$ cat src/rtl/multi_channel_pattern_out_pkg.sv
// Shared encodings for the multi-channel pattern generator: command codes,
// parser states, control-byte bit positions and a header validity helper.
// Optional build macro: MULTI_CHANNEL_PATTERN_OUT_CHECKSUM_EN (adds S_CSUM).
package multi_channel_pattern_out_pkg;

    // Header byte command field [7:6]
    typedef enum logic [1:0] {
        CMD_WRITE    = 2'b00,
        CMD_COMMIT   = 2'b01,
        CMD_STOP     = 2'b10,
        CMD_STOP_ALL = 2'b11
    } cmd_e;

    // Packet parser states
    typedef enum logic [2:0] {
        S_HDR   = 3'd0,
        S_PAT   = 3'd1,
        S_DIV   = 3'd2,
        S_CTRL  = 3'd3,
`ifdef MULTI_CHANNEL_PATTERN_OUT_CHECKSUM_EN
        S_CSUM  = 3'd4,
`endif
        S_APPLY = 3'd5
    } state_e;

    // Header byte layout
    typedef struct packed {
        cmd_e       cmd;
        logic [5:0] idx;
    } hdr_t;

    localparam int unsigned IDX_W         = 6;
    // Control byte bit positions
    localparam int unsigned CTRL_MODE_BIT = 0;   // 0 one-shot, 1 repeat
    localparam int unsigned CTRL_EN_BIT   = 1;   // start on COMMIT

    // COMMIT/STOP_ALL ignore the index; WRITE/STOP need an existing channel
    function automatic logic idx_ok(input cmd_e cmd, input logic [IDX_W-1:0] idx,
                                    input int unsigned ch_num);
        return (cmd == CMD_COMMIT) || (cmd == CMD_STOP_ALL) || (32'(idx) < ch_num);
    endfunction

endpackage

$ cat src/rtl/multi_channel_pattern_out_pattern_channel.sv
// One output channel: latches its active pattern/divider/mode on start and
// shifts the pattern out LSB first, each bit held DIV+1 cycles.
module pattern_channel #(
    parameter int unsigned DATA_BIT = 32,
    parameter int unsigned DIV_BIT  = 16
) (
    input  logic                clk,
    input  logic                rst,
    input  logic                i_start,
    input  logic                i_stop,
    input  logic [DATA_BIT-1:0] i_pattern,
    input  logic [DIV_BIT-1:0]  i_div,
    input  logic                i_mode,
    output logic                o_serial,
    output logic                o_busy,
    output logic                o_done_tick
);
    localparam int unsigned BIT_W = $clog2(DATA_BIT);

    logic [DATA_BIT-1:0] r_shift;
    logic [DIV_BIT-1:0]  r_div;
    logic                r_mode;
    logic [DIV_BIT-1:0]  r_div_cnt;
    logic [BIT_W-1:0]    r_bit_cnt;
    logic                r_serial;
    logic                r_busy;
    logic                r_done;

    logic [DATA_BIT-1:0] w_rot;
    logic                w_bit_end;
    logic                w_last_bit;

    // Rotating the pattern returns it to its original value after DATA_BIT
    // bits, so repeat mode needs no separate reload.
    assign w_rot      = {r_shift[0], r_shift[DATA_BIT-1:1]};
    assign w_bit_end  = (r_div_cnt == r_div);
    assign w_last_bit = (r_bit_cnt == BIT_W'(DATA_BIT - 1));

    // Bit timing, shifting and end-of-pattern handling
    always_ff @(posedge clk or posedge rst) begin
        if (rst) begin
            r_shift   <= '0;
            r_div     <= '0;
            r_mode    <= 1'b0;
            r_div_cnt <= '0;
            r_bit_cnt <= '0;
            r_serial  <= 1'b0;
            r_busy    <= 1'b0;
            r_done    <= 1'b0;
        end else begin
            r_done <= 1'b0;
            if (i_start) begin
                r_shift   <= i_pattern;
                r_div     <= i_div;
                r_mode    <= i_mode;
                r_div_cnt <= '0;
                r_bit_cnt <= '0;
                r_serial  <= i_pattern[0];
                r_busy    <= 1'b1;
            end else if (i_stop) begin
                r_div_cnt <= '0;
                r_bit_cnt <= '0;
                r_serial  <= 1'b0;
                r_busy    <= 1'b0;
            end else if (r_busy) begin
                if (w_bit_end) begin
                    r_div_cnt <= '0;
                    if (w_last_bit && !r_mode) begin
                        r_bit_cnt <= '0;
                        r_serial  <= 1'b0;
                        r_busy    <= 1'b0;
                        r_done    <= 1'b1;
                    end else begin
                        r_bit_cnt <= w_last_bit ? '0 : r_bit_cnt + BIT_W'(1);
                        r_shift   <= w_rot;
                        r_serial  <= w_rot[0];
                    end
                end else begin
                    r_div_cnt <= r_div_cnt + DIV_BIT'(1);
                end
            end
        end
    end

    assign o_serial    = r_serial;
    assign o_busy      = r_busy;
    assign o_done_tick = r_done;

endmodule

$ cat src/rtl/multi_channel_pattern_out.sv
// Multi-channel serial pattern generator: parses byte packets into per-channel
// shadow registers and starts/stops channels on COMMIT/STOP commands.
// Optional build macro: MULTI_CHANNEL_PATTERN_OUT_CHECKSUM_EN appends an XOR
// checksum byte to every packet.
module multi_channel_pattern_out
    import multi_channel_pattern_out_pkg::*;
#(
    parameter int unsigned CH_NUM   = 16,
    parameter int unsigned DATA_BIT = 32,
    parameter int unsigned DIV_BIT  = 16
) (
    input  logic              clk,
    input  logic              rst,
    input  logic [7:0]        i_data,
    input  logic              i_rx_done_tick,
    output logic [CH_NUM-1:0] o_serial_out,
    output logic [CH_NUM-1:0] o_busy,
    output logic [CH_NUM-1:0] o_done_tick,
    output logic              o_cmd_done_tick,
    output logic              o_err
);
    localparam int unsigned PAT_BYTES = DATA_BIT / 8;
    localparam int unsigned DIV_BYTES = DIV_BIT / 8;
    localparam int unsigned CNT_W     = 8;

    state_e               r_state;
    state_e               w_state_next;
    cmd_e                 r_cmd;
    logic [IDX_W-1:0]     r_idx;
    logic [CNT_W-1:0]     r_cnt;
    logic [DATA_BIT-1:0]  r_pat_buf;
    logic [DIV_BIT-1:0]   r_div_buf;
    logic                 r_mode_buf;
    logic                 r_en_buf;
    logic                 r_ok;
    logic                 r_cmd_done;
    logic                 r_err;
`ifdef MULTI_CHANNEL_PATTERN_OUT_CHECKSUM_EN
    logic [7:0]           r_csum;
`endif

    logic [DATA_BIT-1:0]  r_sh_pat [CH_NUM];
    logic [DIV_BIT-1:0]   r_sh_div [CH_NUM];
    logic [CH_NUM-1:0]    r_sh_mode;
    logic [CH_NUM-1:0]    r_sh_en;

    hdr_t                 w_hdr;
    logic                 w_hdr_take;
    logic                 w_last_pat;
    logic                 w_last_div;
    logic                 w_enter_apply;
    logic                 w_ok_next;
    logic                 w_apply_ok;
    logic                 w_commit;
    logic                 w_write;
    logic [CH_NUM-1:0]    w_start;
    logic [CH_NUM-1:0]    w_stop;

    // A header may arrive in S_HDR or during the single S_APPLY cycle
    assign w_hdr      = hdr_t'(i_data);
    assign w_hdr_take = i_rx_done_tick && ((r_state == S_HDR) || (r_state == S_APPLY));
    assign w_last_pat = (r_cnt == CNT_W'(PAT_BYTES - 1));
    assign w_last_div = (r_cnt == CNT_W'(DIV_BYTES - 1));

    // Parser state register
    always_ff @(posedge clk or posedge rst) begin
        if (rst) r_state <= S_HDR;
        else     r_state <= w_state_next;
    end

    // Parser next state; validity of the packet is decided on the last byte
    always_comb begin
        w_state_next  = r_state;
        w_enter_apply = 1'b0;
        w_ok_next     = 1'b0;
        case (r_state)
            S_HDR, S_APPLY: begin
                if (r_state == S_APPLY) w_state_next = S_HDR;
                if (i_rx_done_tick) begin
                    if (w_hdr.cmd == CMD_WRITE) begin
                        w_state_next = S_PAT;
                    end else begin
`ifdef MULTI_CHANNEL_PATTERN_OUT_CHECKSUM_EN
                        w_state_next  = S_CSUM;
`else
                        w_state_next  = S_APPLY;
                        w_enter_apply = 1'b1;
                        w_ok_next     = idx_ok(w_hdr.cmd, w_hdr.idx, CH_NUM);
`endif
                    end
                end
            end
            S_PAT: begin
                if (i_rx_done_tick && w_last_pat) w_state_next = S_DIV;
            end
            S_DIV: begin
                if (i_rx_done_tick && w_last_div) w_state_next = S_CTRL;
            end
            S_CTRL: begin
                if (i_rx_done_tick) begin
`ifdef MULTI_CHANNEL_PATTERN_OUT_CHECKSUM_EN
                    w_state_next  = S_CSUM;
`else
                    w_state_next  = S_APPLY;
                    w_enter_apply = 1'b1;
                    w_ok_next     = idx_ok(r_cmd, r_idx, CH_NUM);
`endif
                end
            end
`ifdef MULTI_CHANNEL_PATTERN_OUT_CHECKSUM_EN
            S_CSUM: begin
                if (i_rx_done_tick) begin
                    w_state_next  = S_APPLY;
                    w_enter_apply = 1'b1;
                    w_ok_next     = idx_ok(r_cmd, r_idx, CH_NUM) && (r_csum == i_data);
                end
            end
`endif
            default: w_state_next = S_HDR;
        endcase
    end

    // Packet field capture and accept/reject pulses (high during S_APPLY)
    always_ff @(posedge clk or posedge rst) begin
        if (rst) begin
            r_cmd      <= CMD_WRITE;
            r_idx      <= '0;
            r_cnt      <= '0;
            r_pat_buf  <= '0;
            r_div_buf  <= '0;
            r_mode_buf <= 1'b0;
            r_en_buf   <= 1'b0;
            r_ok       <= 1'b0;
            r_cmd_done <= 1'b0;
            r_err      <= 1'b0;
`ifdef MULTI_CHANNEL_PATTERN_OUT_CHECKSUM_EN
            r_csum     <= '0;
`endif
        end else begin
            r_cmd_done <= w_enter_apply && w_ok_next;
            r_err      <= w_enter_apply && !w_ok_next;
            if (w_enter_apply) r_ok <= w_ok_next;
            if (w_hdr_take) begin
                r_cmd <= w_hdr.cmd;
                r_idx <= w_hdr.idx;
                r_cnt <= '0;
`ifdef MULTI_CHANNEL_PATTERN_OUT_CHECKSUM_EN
                r_csum <= i_data;
`endif
            end else if (i_rx_done_tick) begin
`ifdef MULTI_CHANNEL_PATTERN_OUT_CHECKSUM_EN
                r_csum <= r_csum ^ i_data;
`endif
                case (r_state)
                    S_PAT: begin
                        r_pat_buf <= (r_pat_buf >> 8) | (DATA_BIT'(i_data) << (DATA_BIT - 8));
                        r_cnt     <= w_last_pat ? '0 : r_cnt + CNT_W'(1);
                    end
                    S_DIV: begin
                        r_div_buf <= (r_div_buf >> 8) | (DIV_BIT'(i_data) << (DIV_BIT - 8));
                        r_cnt     <= w_last_div ? '0 : r_cnt + CNT_W'(1);
                    end
                    S_CTRL: begin
                        r_mode_buf <= i_data[CTRL_MODE_BIT];
                        r_en_buf   <= i_data[CTRL_EN_BIT];
                    end
                    default: ;
                endcase
            end
        end
    end

    assign w_apply_ok = (r_state == S_APPLY) && r_ok;
    assign w_commit   = w_apply_ok && (r_cmd == CMD_COMMIT);
    assign w_write    = w_apply_ok && (r_cmd == CMD_WRITE);

    // Per-channel start/stop strobes, all issued in the same S_APPLY cycle
    always_comb begin
        w_start = '0;
        w_stop  = '0;
        for (int i = 0; i < CH_NUM; i++) begin
            w_start[i] = w_commit && r_sh_en[i];
            w_stop[i]  = w_apply_ok && ((r_cmd == CMD_STOP_ALL) ||
                         ((r_cmd == CMD_STOP) && (r_idx == IDX_W'(i))));
        end
    end

    // Shadow registers: only the indexed channel changes on an accepted WRITE
    always_ff @(posedge clk or posedge rst) begin
        if (rst) begin
            for (int i = 0; i < CH_NUM; i++) begin
                r_sh_pat[i] <= '0;
                r_sh_div[i] <= '0;
            end
            r_sh_mode <= '0;
            r_sh_en   <= '0;
        end else if (w_write) begin
            for (int i = 0; i < CH_NUM; i++) begin
                if (r_idx == IDX_W'(i)) begin
                    r_sh_pat[i]  <= r_pat_buf;
                    r_sh_div[i]  <= r_div_buf;
                    r_sh_mode[i] <= r_mode_buf;
                    r_sh_en[i]   <= r_en_buf;
                end
            end
        end
    end

    // Channel shifters; each latches its shadow values as active on start
    for (genvar gi = 0; gi < CH_NUM; gi++) begin : g_ch
        pattern_channel #(
            .DATA_BIT (DATA_BIT),
            .DIV_BIT  (DIV_BIT)
        ) u_ch (
            .clk         (clk),
            .rst         (rst),
            .i_start     (w_start[gi]),
            .i_stop      (w_stop[gi]),
            .i_pattern   (r_sh_pat[gi]),
            .i_div       (r_sh_div[gi]),
            .i_mode      (r_sh_mode[gi]),
            .o_serial    (o_serial_out[gi]),
            .o_busy      (o_busy[gi]),
            .o_done_tick (o_done_tick[gi])
        );
    end

    assign o_cmd_done_tick = r_cmd_done;
    assign o_err           = r_err;

endmodule

$ cat config.mk
export PLATFORM = sky130hd
export DESIGN_NAME = multi_channel_pattern_out
export DESIGN_NICKNAME = d
export VERILOG_FILES = /design/src/rtl/multi_channel_pattern_out_pkg.sv /design/src/rtl/multi_channel_pattern_out_pattern_channel.sv /design/src/rtl/multi_channel_pattern_out.sv
export SDC_FILE = /design/constraint.sdc
export NUM_CORES = 2
export LEC_CHECK = 0
export ABC_AREA = 0
export ABC_CLOCK_PERIOD_IN_PS = 143200
export CAP_MARGIN = 20
export CORE_AREA = 3 3 418 420
export CTS_CLUSTER_SIZE = 40
export DETAILED_ROUTE_END_ITERATION = 7
export DIE_AREA = 0 0 421 423
export PLACE_DENSITY = 0.74
export SLEW_MARGIN = 10
export SYNTH_ARGS = -nofsm -noshare
export SYNTH_HDL_FRONTEND = slang
export SYNTH_SLANG_ARGS = --single-unit
$ cat constraint.sdc
create_clock -name clk -period 143.2 [get_ports clk]
set_input_delay 42.96 -clock clk [delete_from_list [all_inputs] [get_ports clk]]
set_output_delay 42.96 -clock clk [all_outputs]
set_load 0.005 [all_outputs]
## After elaboration in Yosys (flattened, before gate mapping)

Index checks and enable logic that the tools add are counted.

| storage, ports and cells | value |
|---|---|
| logic and storage cells | 1069 |
| output and inout bits | 50 |
| bits in registers | 2040 |

| cells by class | value |
|---|---|
| bitwise logic cells | 3 |
| magnitude comparators | 2 |
| reduce and logical (&&, ||, !) cells | 234 |
| muxes and demuxes | 500 |
| equality and inequality tests | 94 |
| add/sub/neg operators | 33 |

Operators by type and width:

| kind | number |
|---|---|
| $mux 32 | 80 |
| $mux 16 | 64 |
| $mux 5 | 96 |
| $add 16x1->16 const B | 16 |
| $eq 16x16->1 | 16 |
| $mux 1 | 246 |
| $reduce_bool 3->1 | 33 |
| $add 5x1->5 const B | 16 |
| $eq 5x5->1 const B | 16 |
| $logic_and 1x1->1 | 72 |
| $reduce_and 4->1 | 17 |
| $reduce_and 2->1 | 33 |
| $reduce_bool 2->1 | 33 |
| $ne 2x1->1 const B | 32 |
| $eq 6x4->1 const B | 8 |
| $mux 8 | 4 |
| $or 24x32->32 | 1 |
| $eq 6x3->1 const B | 4 |
| $logic_or 1x1->1 | 21 |
| $mux 3 | 6 |
| $logic_not 1->1 | 17 |
| $or 8x16->16 | 1 |
| $pmux 8 s2 | 1 |
| $eq 6x2->1 const B | 2 |
| other kinds (20) | 31 |

## Longest topological paths before layout

| depth | value |
|---|---|
| word-level depth | 8 |
| mapped depth | 10 |
| mapped depth without buffers | 7 |

## Modules after synthesis

Synthesis repeated with hierarchy kept, for this count alone.

| unflattened totals | value |
|---|---|
| cells, all modules | 7731 |
| area, all modules | 90616.9 um^2 |

By module, submodules not included:

| module | seq. area each (um^2) | cells an instance | instances | area an instance (um^2) |
|---|---|---|---|---|
| pattern_channel (g_ch[0].u_ch ...) | 1826.8 | 357 | 11 | 3603.5 |
| multi_channel_pattern_out | 21820.9 | 2034 | 1 | 32999.1 |
| pattern_channel (g_ch[5].u_ch ...) | 1826.8 | 354 | 5 | 3595.9 |

## Worst setup path after synthesis

Ideal clock, no wire load.

| timing | value |
|---|---|
| path type | input to register |
| from | input i_rx_done_tick |
| to | register r_cnt[0] |
| required time | 143.075 ns |
| slack | 98.836 ns |
| cell stages on the path | 5 |
| arrival | 44.240 ns |
| library setup time | 0.125 ns |
| cell sequence | clkbuf_1 nor3b_2 a21o_1 nor2_1 mux2_2 |

| between the ends | value |
|---|---|
| longest elaborated chain between the ends | 3 |
| elaborated cells between the ends (all ways) | 5 |
| those cells by class | 1 x mux; 4 x reduce/logical |

Ends and longest elaborated chain:

| what | line | text |
|---|---|---|
| from (decl) | multi_channel_pattern_out.sv:15 | `input logic i_rx_done_tick,` |
| $logic_and 1x1->1 | multi_channel_pattern_out.sv:61 | `assign w_hdr_take = i_rx_done_tick && ((r_state == S_HDR) \|\| (r_state == S_APPLY));` |
| $reduce_bool 3->1 (no line) or $reduce_bool 2->1 (tied branches) | n/a |  |
| $reduce_and 2->1 (no line) | n/a |  |
| to (signal assigned) | multi_channel_pattern_out.sv:157 | `r_cnt <= w_last_pat ? '0 : r_cnt + CNT_W'(1);` |
| to (signal assigned) | multi_channel_pattern_out.sv:161 | `r_cnt <= w_last_div ? '0 : r_cnt + CNT_W'(1);` |
| to (decl) | multi_channel_pattern_out.sv:30 | `logic [CNT_W-1:0] r_cnt;` |

Several ways; a longest one is shown, not always the timed one.
A chain may end at the register's enable or synchronous reset.

==> results.json <==
{
  "status": "finished, final reports clean",
  "grt_pass1_vias": 70300,
  "ys_seq_area_share_pct": 54.2,
  "hp-class": "flop to flop",
  "cts_buffers": 206,
  "tns_ns": 0,
  "overflow": 0,
  "crit_buf_inv": 9,
  "n_fill_cell": 13500,
  "synthArstFlopShare_pct": 100,
  "reg2reg_depth": 7,
  "worstSetupPathType": "input port to async pin",
  "start_util_pct": 55.0,
  "timing.final.crit_period_ns": 49.01,
  "drive_above_1_share_pct": 18.0,
  "die_w_um": 421,
  "die_h_um": 423,
  "yosys-top-cells-area": "dfrtp_1, mux2_2, o31ai_1, nand2_1, nand4_1",
  "hpwl_um": 149000,
  "post-route-util_pct": 60.4,
  "synth.area.mux_share_pct": 10.4,
  "syn-num-nets": 8912,
  "slew_violations": 0,
  "yosys_most_used_dff": "dfrtp_1",
  "final-hold-violation-count": 0,
  "slew_headroom_pct": 16.1,
  "drt-initial-drc-count": 7843,
  "max_stage_delay_ns": 0.87,
  "cts_setup_buffers": 0,
  "vias": 72200,
  "synth_largest_area_cell": "dfrtp_1",
  "grt_antenna_before_repair": 24,
  "port-buffer-count": 60,
  "busiest_layer": "met2",
  "powerDensity_nw_per_um2": 13.2,
  "hold_buffers": 0,
  "cts.sinks": 2040,
  "path_max_fanout": 126,
  "gp_congestion": 0.833,
  "synth_edf_count": 0,
  "start_kind": "input port",
  "cp.arrival_ns": 49.87,
  "fin_skew_ns": 0.0504,
  "vias_per_cell": 6.56,
  "syn_inst": 8851,
  "crit_end": "g_ch[11].u_ch.r_shift[7]$_DFFE_PP0P_",
  "nNetsFinal": 8561,
  "grt_max_degree": 172,
  "grt_use_total_pct": 28.5,
  "core_sq_um": 171000,
  "dp_worst_setup_slack_ns": 92.71,
  "synth_top_area_share_pct": 54.2,
  "period_share_pct": 34.2,
  "r2r_slack_ns": 138.85,
  "maxCapViolCount": 0,
  "cts_resized": 0,
  "yosys-top-cells-count": "dfrtp_1, nand2_1, mux2_2, o31ai_1, nand4_1",
  "cp.required_ns": 144.06,
  "r2r_end": "g_ch[13].u_ch.o_serial$_DFFE_PP0P_",
  "synth.distinct_cells": 73,
  "rows": 152,
  "wl_per_cell_um": 23.5,
  "insertion_delay_ns": 0.85,
  "drtAntennaViolNets": 0,
  "synth_seq_cells": 2040,
  "yosysMostFrequentCell": "dfrtp_1",
  "synth-warning-count": 0,
  "drtPass1Iterations": 6,
  "cts_tree": "done",
  "drc": 0,
  "worst_setup_path_end_kind": "async pin",
  "synth_fa_ha_area_share_pct": 0.664,
  "leakage_nw": 50.7,
  "synth_compound_area_share_pct": 12.6,
  "pin_count": 61,
  "use_met3_pct": 5.02,
  "grt_pass1_wl_um": 406000,
  "area_growth_pct": 9.92,
  "synth-simple-area-share_pct": 15.4,
  "finalWorstSetupSlack_ns": 94.19,
  "cts.clk_slew.worst_paths_ns": 0.06,
  "synth_top_family_by_area": "simple AND/OR/NAND/NOR gates",
  "syn_area_per_cell_sq_um": 10.6,
  "worstMarginPinSlew_ns": 1.26,
  "grtUsageMet1_pct": 38.1,
  "critPathTopFamily": "buffers and inverters",
  "syn_area_sq_um": 94200,
  "ir_worst_vdd_uv": 13.0,
  "use_met2_pct": 44.6,
  "cts_root_buf": "clkbuf_16",
  "synthXorXnorAreaFrac_pct": 2.65,
  "rsz0062_at_grt": "false",
  "clk_path_buf_depth": 3,
  "fmax_mhz": 20.4,
  "routed_wl_um": 259000,
  "path_cells": "clkdlybuf4s50_1, inv_8, buf_4, buf_4, buf_4, buf_4, buf_4, buf_4, buf_4",
  "path_common_cell": "buf_4",
  "cp_slowest_cell": "buf_4",
  "startpoint": "rst",
  "reg2reg_from": "r_state[0]$_DFFE_PP0P_",
  "die_area_sq_um": 178000,
  "finalSetupViolCount": 0,
  "worst-path-stages": 9,
  "htreeDepth": 4
}
-- final cells by class --
| cell class | instances | area (sq um) | share of cell area, % |
|---|---|---|---|
| Antenna cell | 23 | 57.6 | 0.0556 |
| Clock buffer | 287 | 5910 | 5.71 |
| Sequential cell | 2040 | 51100 | 49.3 |
| Clock inverter | 91 | 1330 | 1.29 |
| Inverter | 61 | 236 | 0.228 |
| Multi-Input combinational cell | 5906 | 39600 | 38.2 |
| Timing Repair Buffer | 285 | 2470 | 2.38 |
| Tap cell | 2310 | 2890 | 2.79 |
-- routing by layer --
metal  share of wire [%]  routed length [um]
met1                  40              104000
met2                  47              121000
met3                 7.7               19900
met4                 5.3               13600
met5               0.016                  41
-- worst min path at each step --
| stage | from | to | slack, ns | cells past startpoint |
|---|---|---|---|---|
| after floorplan | r_sh_div[240]$_DFFE_PP0P_ | g_ch[0].u_ch.r_div[0]$_DFFE_PP0P_ | 0.43 | 2 |
| after global placement | r_sh_div[36]$_DFFE_PP0P_ | g_ch[13].u_ch.r_div[4]$_DFFE_PP0P_ | 0.44 | 2 |
| after detailed placement | r_sh_div[146]$_DFFE_PP0P_ | g_ch[6].u_ch.r_div[2]$_DFFE_PP0P_ | 0.44 | 2 |
| after CTS | r_sh_div[43]$_DFFE_PP0P_ | g_ch[13].u_ch.r_div[11]$_DFFE_PP0P_ | 0.44 | 2 |
| after global routing | r_sh_div[41]$_DFFE_PP0P_ | g_ch[13].u_ch.r_div[9]$_DFFE_PP0P_ | 0.46 | 2 |
| final | r_sh_div[43]$_DFFE_PP0P_ | g_ch[13].u_ch.r_div[11]$_DFFE_PP0P_ | 0.43 | 2 |
-- power breakdown --
| part | total, W | switching [W] | leakage, nW | internal (W) |
|---|---|---|---|---|
| sequential | 0.000642 | 0.0000487 | 28.4 | 0.000594 |
| clock | 0.000570 | 0.000239 | 3.52 | 0.000330 |
| combinational | 0.000155 | 0.000120 | 18.8 | 0.0000351 |
| total | 0.00137 | 0.000408 | 50.7 | 0.000959 |
-- cells in the final DEF, fill, tap and decap left out, drive strengths merged, types with 15 or more instances in the layout --
master         netlist  layout
xor2               276     276
nand4              579     579
o2111ai             15      15
a41oi               17      17
nand3              123     123
clkbuf             552     287
bufinv               0      22
ha                  50      50
nor2b               26      26
nor2               574     574
dfrtp             2040    2040
nor3b               32      32
clkdlybuf4s50        0      60
mux2               869     869
and3                77      77
a21o                20      20
or3                 70      70
nor3                32      32
a31oi              534     534
nand2b              21      21
nand3b              20      20
or4                113     113
and4                58      58
buf                292     225
and2                27      27
inv                 60      67
a21oi              302     302
diode                0      23
nor4                80      80
a32o                22      22
o21ai              186     186
o31ai              602     602
nand4b              24      24
nand2             1023    1023
o211ai              22      22
clkinv               1      50
-- sequential cells by signal, summed over array words and instances (netlist names), 8 cells and up --
name	cells
g_ch.u_ch.r_bit_cnt	80
g_ch.u_ch.r_div	256
g_ch.u_ch.r_shift	512
r_sh_mode	16
r_sh_pat	512
r_sh_en	16
g_ch.u_ch.r_div_cnt	256
g_ch.u_ch.r_mode	16
r_sh_div	256
g_ch.u_ch.o_serial	16
r_pat_buf	32
r_cnt	8
g_ch.u_ch.o_done_tick	16
g_ch.u_ch.o_busy	16
r_div_buf	16
-- stage by stage --
step | instances | total power (W) | instance area [sq um] | hold slack [ns]
after floorplan | 8851 | 0.000688 | 94200 | 0.433
after global placement | 10600 | 0.000799 | 96000 | 0.440
after detailed placement | 10600 | 0.000802 | 96100 | 0.443
after CTS | 11000 | 0.00137 | 103000 | 0.438
after global routing | 11000 | 0.00140 | 103000 | 0.460
final | 11000 | 0.00137 | 104000 | 0.430
-- logic make-up after synthesis --
logic type      after synthesis
fa+ha+maj                    50
flops                      2040
mux                         870
buf+inv                     905
simple gates               2906
xor+xnor                    285
compound gates             1795
-- worst min-delay path: stages (launching register included) --
cell and delay (ns):
dfrtp_1 0.34, nand2_1 0.05, nand2_1 0.05
No activity file was read; power rests on OpenSTA's default activity.
